[src/rtl/cacheline_adaptor.sv]
// cacheline_adaptor
// Bridges the cache's whole-line physical-memory port to a narrow burst bus.
// A line fill is collected from `beats` consecutive read beats. A write-back
// is split into `beats` write beats. Beat 0 carries bits [s_burst-1:0].
// Completion is reported to the cache with a one-cycle line_resp pulse.
//
// Ports
//   clk, rst       clock, synchronous active-high reset
//   line_address   line address from the cache
//   line_read      line fill request (held until line_resp)
//   line_write     line write-back request (held until line_resp, wins over read)
//   line_wdata     line to write back
//   line_rdata     assembled fill line, valid from line_resp until the next fill
//   line_resp      one-cycle completion pulse
//   burst_address  line-aligned memory address
//   burst_read     memory read request
//   burst_write    memory write request
//   burst_wdata    write beat currently presented
//   burst_rdata    read beat returned by memory
//   burst_resp     memory beat valid / beat accepted strobe
module cacheline_adaptor #(
  parameter int s_line   = 256,
  parameter int s_burst  = 64,
  parameter int s_addr   = 32,
  parameter int s_offset = 5
) (
  input  logic                clk,
  input  logic                rst,
  input  logic [s_addr-1:0]   line_address,
  input  logic                line_read,
  input  logic                line_write,
  input  logic [s_line-1:0]   line_wdata,
  output logic [s_line-1:0]   line_rdata,
  output logic                line_resp,
  output logic [s_addr-1:0]   burst_address,
  output logic                burst_read,
  output logic                burst_write,
  output logic [s_burst-1:0]  burst_wdata,
  input  logic [s_burst-1:0]  burst_rdata,
  input  logic                burst_resp
);

  localparam int beats = s_line / s_burst;
  localparam int cnt_w = (beats > 1) ? $clog2(beats) : 1;
  // Clears the line-offset bits so memory always sees a line-aligned address.
  localparam logic [s_addr-1:0] addr_mask = ~(s_addr'((1 << s_offset) - 1));

  typedef enum logic [1:0] {
    IDLE,
    RD_BURST,
    WR_BURST,
    DONE
  } state_t;

  state_t             state;
  logic [cnt_w-1:0]   count;
  logic [s_line-1:0]  wbuf;
  logic               last_beat;

  assign last_beat = (count == cnt_w'(beats - 1));

  // Control FSM and registered outputs
  always_ff @(posedge clk) begin
    if (rst) begin
      state         <= IDLE;
      count         <= '0;
      line_rdata    <= '0;
      line_resp     <= 1'b0;
      burst_read    <= 1'b0;
      burst_write   <= 1'b0;
      burst_address <= '0;
      burst_wdata   <= '0;
    end else begin
      line_resp <= 1'b0;
      case (state)
        IDLE: begin
          if (line_write) begin
            state         <= WR_BURST;
            burst_write   <= 1'b1;
            burst_address <= line_address & addr_mask;
            burst_wdata   <= line_wdata[s_burst-1:0];
            count         <= '0;
          end else if (line_read) begin
            state         <= RD_BURST;
            burst_read    <= 1'b1;
            burst_address <= line_address & addr_mask;
            count         <= '0;
          end
        end
        RD_BURST: begin
          if (burst_resp) begin
            for (int k = 0; k < beats; k++) begin
              if (count == cnt_w'(k)) begin
                line_rdata[k*s_burst +: s_burst] <= burst_rdata;
              end
            end
            count <= count + 1'b1;
            if (last_beat) begin
              state      <= DONE;
              burst_read <= 1'b0;
              line_resp  <= 1'b1;
            end
          end
        end
        WR_BURST: begin
          if (burst_resp) begin
            // wbuf already holds the not-yet-presented beats in its low bits.
            burst_wdata <= wbuf[s_burst-1:0];
            count       <= count + 1'b1;
            if (last_beat) begin
              state       <= DONE;
              burst_write <= 1'b0;
              line_resp   <= 1'b1;
            end
          end
        end
        DONE: begin
          // Requests still high here are deliberately ignored.
          state <= IDLE;
        end
        default: state <= IDLE;
      endcase
    end
  end

  // Write shift buffer: pure data, no reset needed
  always_ff @(posedge clk) begin
    if (state == IDLE && line_write) begin
      wbuf <= line_wdata >> s_burst;
    end else if (state == WR_BURST && burst_resp) begin
      wbuf <= wbuf >> s_burst;
    end
  end

endmodule
[config.mk]
export PLATFORM = sky130hd
export DESIGN_NAME = cacheline_adaptor
export DESIGN_NICKNAME = d
export VERILOG_FILES = /design/src/rtl/cacheline_adaptor.sv
export SDC_FILE = /design/constraint.sdc
export NUM_CORES = 1
export LEC_CHECK = 0
export BUFFER_PORTS_ARGS = -buffer_cell sky130_fd_sc_hd__buf_2
export CORE_MARGIN = 2
export CORE_UTILIZATION = 25
export DETAILED_ROUTE_END_ITERATION = 8
export PLACE_DENSITY = 0.52
export SLEW_MARGIN = 20
export SYNTH_ARGS = -nofsm -noshare
export SYNTH_HDL_FRONTEND = slang
export SYNTH_SLANG_ARGS = --single-unit
[constraint.sdc]
create_clock -name clk -period 10.9 [get_ports clk]
set_input_delay 2.18 -clock clk [delete_from_list [all_inputs] [get_ports clk]]
set_output_delay 2.18 -clock clk [all_outputs]
set_load 0.05 [all_outputs]
==> reports/metrics.cfg, run 1 <==
[critical_path]
crit_path_max_fanout = 73
worstPathRequired_ps = 11100
cp-start-kind = primary input
critPathCaptureType = register
worst-r2r-setup-slack_ps = 7460
arrival_ps = 4580
critical_path_class = primary input to register

[synth]
synthCells = 2002
synth_top_cell_area_share_pct = 33.3
ys_seq_elements = 546
ys_types = 35
synth_top_area_cell = dfxtp_1
synthesis.area_mm2 = 0.0213
synth.area.top_cells = dfxtp_1, edfxtp_1, nand2_1, a21oi_1, mux2_2
yosys_warnings = 0
avgSynthCellArea_um2 = 10.6
ys_seq_area_share_pct = 60.4

[layout]
final_nets = 3005
final_area_mm2 = 0.0280
final_common_cell = buf_2
syn_to_final_growth_pct = 31.5
drive_above_1_share_pct = 38.6
final_cell_mix = buf_2, nand2_1, dfxtp_1
final_cells = 3861
fin_util_pct = 33.0

[clocking]
cts_tree = done
cts_root_buf = clkbuf_16
cts_sinks = 546
clock_latency_ps = 600
clockBufferDepth = 3
cts_buffers = 67
ctsHoldBuffers = 0
clkTransAtPathRegs_ps = 50
cts_resized = 0
cts_setup_buffers = 0
htree_levels = 3

[placement]
dpl.hpwl_mm = 51.9
place_congestion = 0.806
pre_cts_ws_ps = 5840
dp_cells = 3712
port_buffers = 701
placed_cell_area_mm2 = 0.0256

[sta]
slew_headroom_pct = 28.4
finalSetupViolations = 0
skew_ps = 33.1
period_share_pct = 40.2
min_period_ps = 4380
final.setup.worst_slack_ps = 6520
rsz0062_at_grt = false
setup_tns_ps = 0
finalHoldViolCount = 0
fmax_mhz = 228
worst_slew_pin_slew_ps = 1070
slew_viol_final = 0

[die]
die_y_um = 296
core-area_mm2 = 0.0847
die_area_mm2 = 0.0875
die_x_um = 296
start_util_pct = 25.1
io_pins = 712
num_rows = 107

[power_and_ir_drop]
peakVddDrop_uv = 117
p_per_area_mw_per_mm2 = 270
p_leak_uw = 0.0114

[detailed_routing]
num_vias = 17032
drt_iter0_drc = 922
wl_mm = 77.9
viasPerCell = 4.41
drc = 0
wire_per_inst_um = 20.2
drtPass1Iterations = 4
ant_nets = 0

[run]
max-cap-violations = 0

[min_path]
hp-class = register to register

[global_routing]
grt_max_degree = 142
grt_use_total_pct = 16.9
antenna_found_initial = 26
grt_pass1_vias = 16614
grt_pass1_wl_mm = 110
grt.overflow.total = 0

[outcome]
outcome = complete, no violations

-- layer usage --
| layer | up-vias | global-route usage (%) | wire [µm] |
|---|---|---|---|
| met2 | 577 | 28.3 | 38000 |
| li1 | 8232 | - | - |
| met1 | 8082 | 19.7 | 30700 |
| met4 | 10 | 6.56 | 2220 |
| met3 | 131 | 5.94 | 6910 |
| met5 | - | 0 | 68 |
-- critical path, stage by stage --
cell	delay [ps]
buf_2	170
nand2_4	440
nand2_4	790
buf_4	850
-- synth_stat cells, drive strengths merged --
library cell and count:
nand2b 4, nand4b 1, a31oi 1, dfxtp 354
or3b 1, nor3 1, or4b 1, nand3 5
a211oi 64, nand2 570, nor3b 2, nor2b 2
a21oi 353, nand3b 1, o21a 1, a21bo 1
o21ai 5, a41o 1, clkbuf 72, inv 4
and3 68, edfxtp 192, mux2i 67, conb 1
ha 10, and2 1, buf 89, a311oi 1
mux2 129
-- report_power, final --
group          internal [µW]  switching, µW  leakage (µW)
registers               2760            194       0.00475
logic                    689           1620       0.00556
clock network           1360            950       0.00112
total                   4810           2770        0.0114
-- through the flow --
stage	hold WS, ps	power, µW
CTS	450	7670
floorplan	483	4730
finish	449	7570
global placement	438	5310
detailed placement	443	5320
global route	467	7930
-- path summary, 6_finish.rpt --
| check | from | end | cells after the start |
|---|---|---|---|
| max | line_write | wbuf[11]$_DFFE_PP_ | 4 |
| min | burst_address[11]$_SDFFE_PP0P_ | burst_address[11]$_SDFFE_PP0P_ | 2 |
| max reg2reg | state[0]$_SDFFE_PP0P_ | wbuf[11]$_DFFE_PP_ | 5 |
| min reg2reg | burst_address[11]$_SDFFE_PP0P_ | burst_address[11]$_SDFFE_PP0P_ | 2 |
-- registers in the layout (all words and copies together) (netlist names) --
| name | flops |
|---|---|
| burst_write | 1 |
| wbuf | 192 |
| burst_read | 1 |
| burst_wdata | 64 |
| line_resp | 1 |
| count | 2 |
| line_rdata | 256 |
| burst_address | 27 |
| state | 2 |
-- final cells by class --
| cell class | count | area, µm² |
|---|---|---|
| inverters | 4 | 15.0 |
| repair buffers | 724 | 3710 |
| diodes | 25 | 62.6 |
| well taps | 1144 | 1430 |
| clock inverters | 38 | 442 |
| flip-flops and latches | 546 | 12900 |
| clock buffers | 85 | 1850 |
| fillers | 8811 | 56800 |
| multi-input cells | 1295 | 7630 |
-- kinds of logic after synthesis --
family                     Yosys count  synth area share [%]
muxes                              196                  9.98
adders and majority gates           10                 0.588
and+or+nand+nor                    657                  12.7
AOI/OAI and AO/OA                  427                  12.3
DFF                                546                  60.4
buffers and inverters              165                  4.00
other                                1                0.0176
No activity file was read; power rests on OpenSTA's default activity.
==> inputs of run 2 (changes only) <==
- PLACE_DENSITY: 0.52 -> 0.54
- clock period: 10.9 -> 3.5 ns (I/O delays scaled with it)
==> reports/metrics.cfg, run 2 (synthesis gave the netlist of run 1 again) <==
[global_routing]
grt.overflow.total = 0
grt_pass1_wl_mm = 107
antenna_found_initial = 26
grt_use_total_pct = 16.1
grt_pass1_vias = 16108
grt_max_degree = 82

[clocking]
clkTransAtPathRegs_ps = 70
cts_buffers = 61
cts_resized = 0
htree_levels = 2
cts_sinks = 546
ctsHoldBuffers = 0
cts_tree = done
clock_latency_ps = 640
cts_setup_buffers = 0
clockBufferDepth = 3
cts_root_buf = clkbuf_16

[sta]
period_share_pct = 67.5
worst_slew_pin_slew_ps = 879
setup_tns_ps = 0
final.setup.worst_slack_ps = 1140
fmax_mhz = 424
slew_headroom_pct = 41.4
rsz0062_at_grt = false
finalHoldWorstSlack_ps = 323
skew_ps = 46.2
slew_viol_final = 0
finalSetupViolations = 0
finalHoldViolCount = 0
min_period_ps = 2360

[critical_path]
worst-r2r-setup-slack_ps = 1140
crit_end = wbuf[18]$_DFFE_PP_
r2r_cells = 5
critPathCaptureType = register
cp-start-kind = register
crit_path_max_fanout = 62
startpoint = state[0]$_SDFFE_PP0P_
worstPathRequired_ps = 3800
r2r_start = state[0]$_SDFFE_PP0P_
critical_path_class = register to register
arrival_ps = 2660
r2r_end = wbuf[18]$_DFFE_PP_

[layout]
final_common_cell = buf_2
final_cells = 3861
final_nets = 3011
reg_top3 = line_rdata x256, wbuf x192, burst_wdata x64
syn_to_final_growth_pct = 31.5
regMostFlops = line_rdata
largest_reg_flops = 256
drive_above_1_share_pct = 38.5
final_cell_mix = buf_2, nand2_1, dfxtp_1

[detailed_routing]
wire_per_inst_um = 19.4
num_vias = 16975
drtPass1Iterations = 5
viasPerCell = 4.40
ant_nets = 0
drt_iter0_drc = 985
drc = 0
wl_mm = 74.9

[power_and_ir_drop]
p_leak_uw = 0.0114
p_per_area_mw_per_mm2 = 814
peakVddDrop_uv = 427

[die]
io_pins = 712
die_y_um = 296
die_area_mm2 = 0.0875
start_util_pct = 25.1
num_rows = 107
die_x_um = 296
core-area_mm2 = 0.0847

[placement]
port_buffers = 701
dpl.hpwl_mm = 51.3
pre_cts_ws_ps = 1030
dp_cells = 3725
place_congestion = 0.833

[run]
max-cap-violations = 0

[min_path]
hp-class = primary input to register

[outcome]
outcome = complete, no violations

## run 2: worst min-delay path by stage
| stage | to | start | slack, ps | cells past startpoint |
|---|---|---|---|---|
| after floorplan | count[1]$_SDFFE_PP0P_ | count[1]$_SDFFE_PP0P_ | 480 | 2 |
| after global placement | line_rdata[151]$_SDFFE_PP0P_ | line_rdata[151]$_SDFFE_PP0P_ | 440 | 2 |
| after detailed placement | burst_address[25]$_SDFFE_PP0P_ | burst_address[25]$_SDFFE_PP0P_ | 440 | 2 |
| after CTS | burst_address[13]$_SDFFE_PP0P_ | line_address[13] | 260 | 3 |
| after global routing | burst_address[10]$_SDFFE_PP0P_ | line_address[10] | 280 | 3 |
| final | burst_address[13]$_SDFFE_PP0P_ | line_address[13] | 320 | 3 |
## run 2: final cells by class
class,count,area [µm²]
antenna,21,52.6
multi-input combinational,1295,7640
inverter,4,15.0
clock buffer,91,1780
fill,8756,56800
timing repair buffer,736,3980
sequential,546,12900
tap,1144,1430
clock inverter,24,218
## run 2: power breakdown
group | total [µW] | leakage [µW] | internal [µW] | switching, µW
Combinational | 7240 | 0.00568 | 2230 | 5010
Clock | 6360 | 0.000988 | 3620 | 2740
Sequential | 9190 | 0.00475 | 8570 | 613
## run 2: layer usage
| metal | GRT usage (%) | share of wire, % | up-vias |
|---|---|---|---|
| li1 | - | - | 8224 |
| met1 | 19.7 | 40 | 8042 |
| met2 | 26.3 | 48 | 564 |
| met3 | 4.77 | 8.1 | 133 |
| met4 | 7.03 | 3.5 | 12 |
| met5 | 0 | 0.11 | - |
## run 2: metrics by stage
stage / total power, µW / instance area, µm² / utilization [%]
2_1_floorplan: 14600 / 21300 / -
6_report: 22800 / 28000 / 33.0
3_3_place_gp: 16500 / 25900 / 30.6
4_1_cts: 23000 / 27900 / 33.0
3_5_place_dp: 16600 / 25900 / 30.6
5_1_grt: 23800 / 28000 / 33.0
## run 2: worst max-delay path: stages, from the launching register on
cell	delay (ps)
dfxtp_1	340
inv_1	180
ha_2	280
nand2_4	290
nand2_8	500
buf_4	380
==> inputs of run 3 (changes only) <==
- ABC_AREA: default -> 1
- PLACE_DENSITY: 0.54 -> 0.52
- clock period: 3.5 -> 2.38 ns (I/O delays scaled with it)
==> reports/metrics.cfg, run 3 <==
[layout]
syn_to_final_growth_pct = 32.7
regMostFlops = line_rdata
drive_above_1_share_pct = 32.2
largest_reg_flops = 256
final_common_cell = buf_2
final_cell_mix = buf_2, nand2_1, dfxtp_1
final_cells = 4286
fin_util_pct = 33.6
reg_top3 = line_rdata x256, wbuf x192, burst_wdata x64
final_nets = 3441

[synth]
synth_xor_area_share_pct = 0
synthesis.area_mm2 = 0.0220
ys_seq_elements = 546
yosysMostFrequentCell = nand2_1
ys_seq_area_share_pct = 58.3
synth_edf_count = 192
synth_top_family_by_area = simple AND/OR/NAND/NOR gates
avgSynthCellArea_um2 = 9.18
synth_fa_ha_area_share_pct = 0.568
synth_top_cell_area_share_pct = 32.2
synth.area.mux_share_pct = 7.85
yosys_warnings = 0
ys_types = 20
synthArstFlopShare_pct = 0
synth_top_area_cell = dfxtp_1
synth.area.top_cells = dfxtp_1, edfxtp_1, nand2_1, a21oi_1, inv_1
synthTopCellsByCount = nand2_1, dfxtp_1, inv_1
yosys_most_used_dff = dfxtp_1
synth_compound_area_share_pct = 11.0
synthSimpleGateAreaFrac_pct = 13.0
synthCells = 2400

[die]
io_pins = 712
die_y_um = 301
start_util_pct = 25.3
die_area_mm2 = 0.0905
num_rows = 108
die_x_um = 301
core-area_mm2 = 0.0870

[sta]
finalSetupViolations = 0
slew_viol_final = 0
min_period_ps = 2160
final.setup.worst_slack_ps = 217
fmax_mhz = 462
period_share_pct = 90.9
finalHoldViolCount = 0
worst_slew_pin_slew_ps = 876
slew_headroom_pct = 41.6
rsz0062_at_grt = false
skew_ps = 23.5

[detailed_routing]
viasPerCell = 4.15
drc = 0
wl_mm = 74.3
num_vias = 17771
wire_per_inst_um = 17.3
ant_nets = 0
drtPass1Iterations = 5
drt_iter0_drc = 1201

[placement]
dp_cells = 4166
dpl.hpwl_mm = 54.2
place_congestion = 0.856
pre_cts_ws_ps = 195
port_buffers = 701

[critical_path]
crit_family = buffers and inverters
crit_path_max_fanout = 37
cpMaxStageDelayCell = dfxtp_2
path_buf_inv = 3
worstPathRequired_ps = 2700
crit_path_cell_trace = inv_2 -> ha_1 -> nand2_4 -> o21ai_4 -> buf_12 -> buf_4
r2r_start = state[0]$_SDFFE_PP0P_
arrival_ps = 2480
critPathMaxStageDelay_ps = 330
critPathCaptureType = register
startpoint = state[0]$_SDFFE_PP0P_
cp-start-kind = register
critical_path_class = register to register

[global_routing]
grt_pass1_wl_mm = 109
antenna_found_initial = 17
met1_usage_pct = 19.3
grt_use_total_pct = 15.7
busiest_layer = met2
gr-usage-met3_pct = 2.95
grt_use_met2_pct = 27.5
grt_max_degree = 73
grt.overflow.total = 0
grt_pass1_vias = 17362

[power_and_ir_drop]
power.switching_uw = 13000
clock_power_share_pct = 27.9
intPower_uw = 22400
power_uw = 35300
peakVddDrop_uv = 807
comb_power_share_pct = 33.5
p_leak_uw = 0.0133
swShare_pct = 36.7
p_per_area_mw_per_mm2 = 1210
seqPwrFrac_pct = 38.6

[clocking]
cts_tree = done
htree_levels = 2
cts_sinks = 546
clkTransAtPathRegs_ps = 60
ctsHoldBuffers = 0
clockBufferDepth = 3
cts_setup_buffers = 0
cts_root_buf = clkbuf_16
cts_buffers = 61
cts_resized = 0
clock_latency_ps = 630

[outcome]
outcome = complete, no violations

[min_path]
hp-class = primary input to register
hp-start = line_address[27]

[run]
max-cap-violations = 0

run 3: cell count changes in the layout (fill, tap and decap cells not counted), moves of 64 or more:
cell     before  now
a21oi_1     353  262
and3_1       64    0
inv_1         4  327
mux2_2      129   51
mux2_4        0   77
mux2i_1      67    0
nand2_1     568  408
nand3_1       1   69
nor2_1        0  253
o21ai_0       4  222
run 3: path summary, 6_finish.rpt:
| path | to | slack [ps] | depth (start not counted) |
|---|---|---|---|
| max reg2reg | wbuf[156]$_SDFFCE_PN0P_ | 220 | 6 |
| min reg2reg | line_rdata[121]$_SDFFE_PP0P_ | 440 | 2 |
| min | burst_address[27]$_SDFFE_PP0P_ | 70 | 3 |
| max | wbuf[156]$_SDFFCE_PN0P_ | 220 | 6 |
run 3: cell families (layout without fill, tap and decap cells):
kind of cell	count (synthesis)	in the layout
simple gates	737	737
compound gates	485	485
other cells	1	17
buf+inv	493	1208
mux	128	128
fa+ha+maj	10	10
flops	546	546
run 3: worst register-to-register path: cells and delay by family, from the launching register on:
family | cells | cell delay [ps]
simple gates | 1 | 300
fa+ha+maj | 1 | 300
compound gates | 1 | 210
buf+inv | 3 | 710
flops | 1 | 330
run 3: power by group through the flow:
stage,Sequential [µW],Clock [µW],Combinational [µW]
final,13600,9850,11800
after global routing,13900,10500,12900
after CTS,13600,10200,12000
after detailed placement,13800,0,12000
after global placement,13800,0,11900
after floorplan,17000,0,5310
run 3: final cells by class:
class                      count  area [µm²]
tap                         1155        1450
timing repair buffer         765        4290
inverter                     335        1260
clock inverter                21         343
multi-input combinational   1365        7270
antenna                       12        30.0
fill                        9209       57800
clock buffer                  87        1750
sequential                   546       12900
run 3: routing by layer:
metal	wire length (µm)	vias up	part of all wire, %
li1	-	9040	-
met1	30600	8162	41
met2	37500	452	51
met3	3960	115	5.3
met4	2180	2	2.9
met5	12	-	0.016
run 3: metrics by stage:
stage	hold slack (ps)	cell area [µm²]	TNS, ps
after global placement	427	27100	0
after global routing	46.4	29200	0
final	73.7	29200	0
after floorplan	503	22100	-331670
after detailed placement	431	27100	0
after CTS	14.3	29200	0
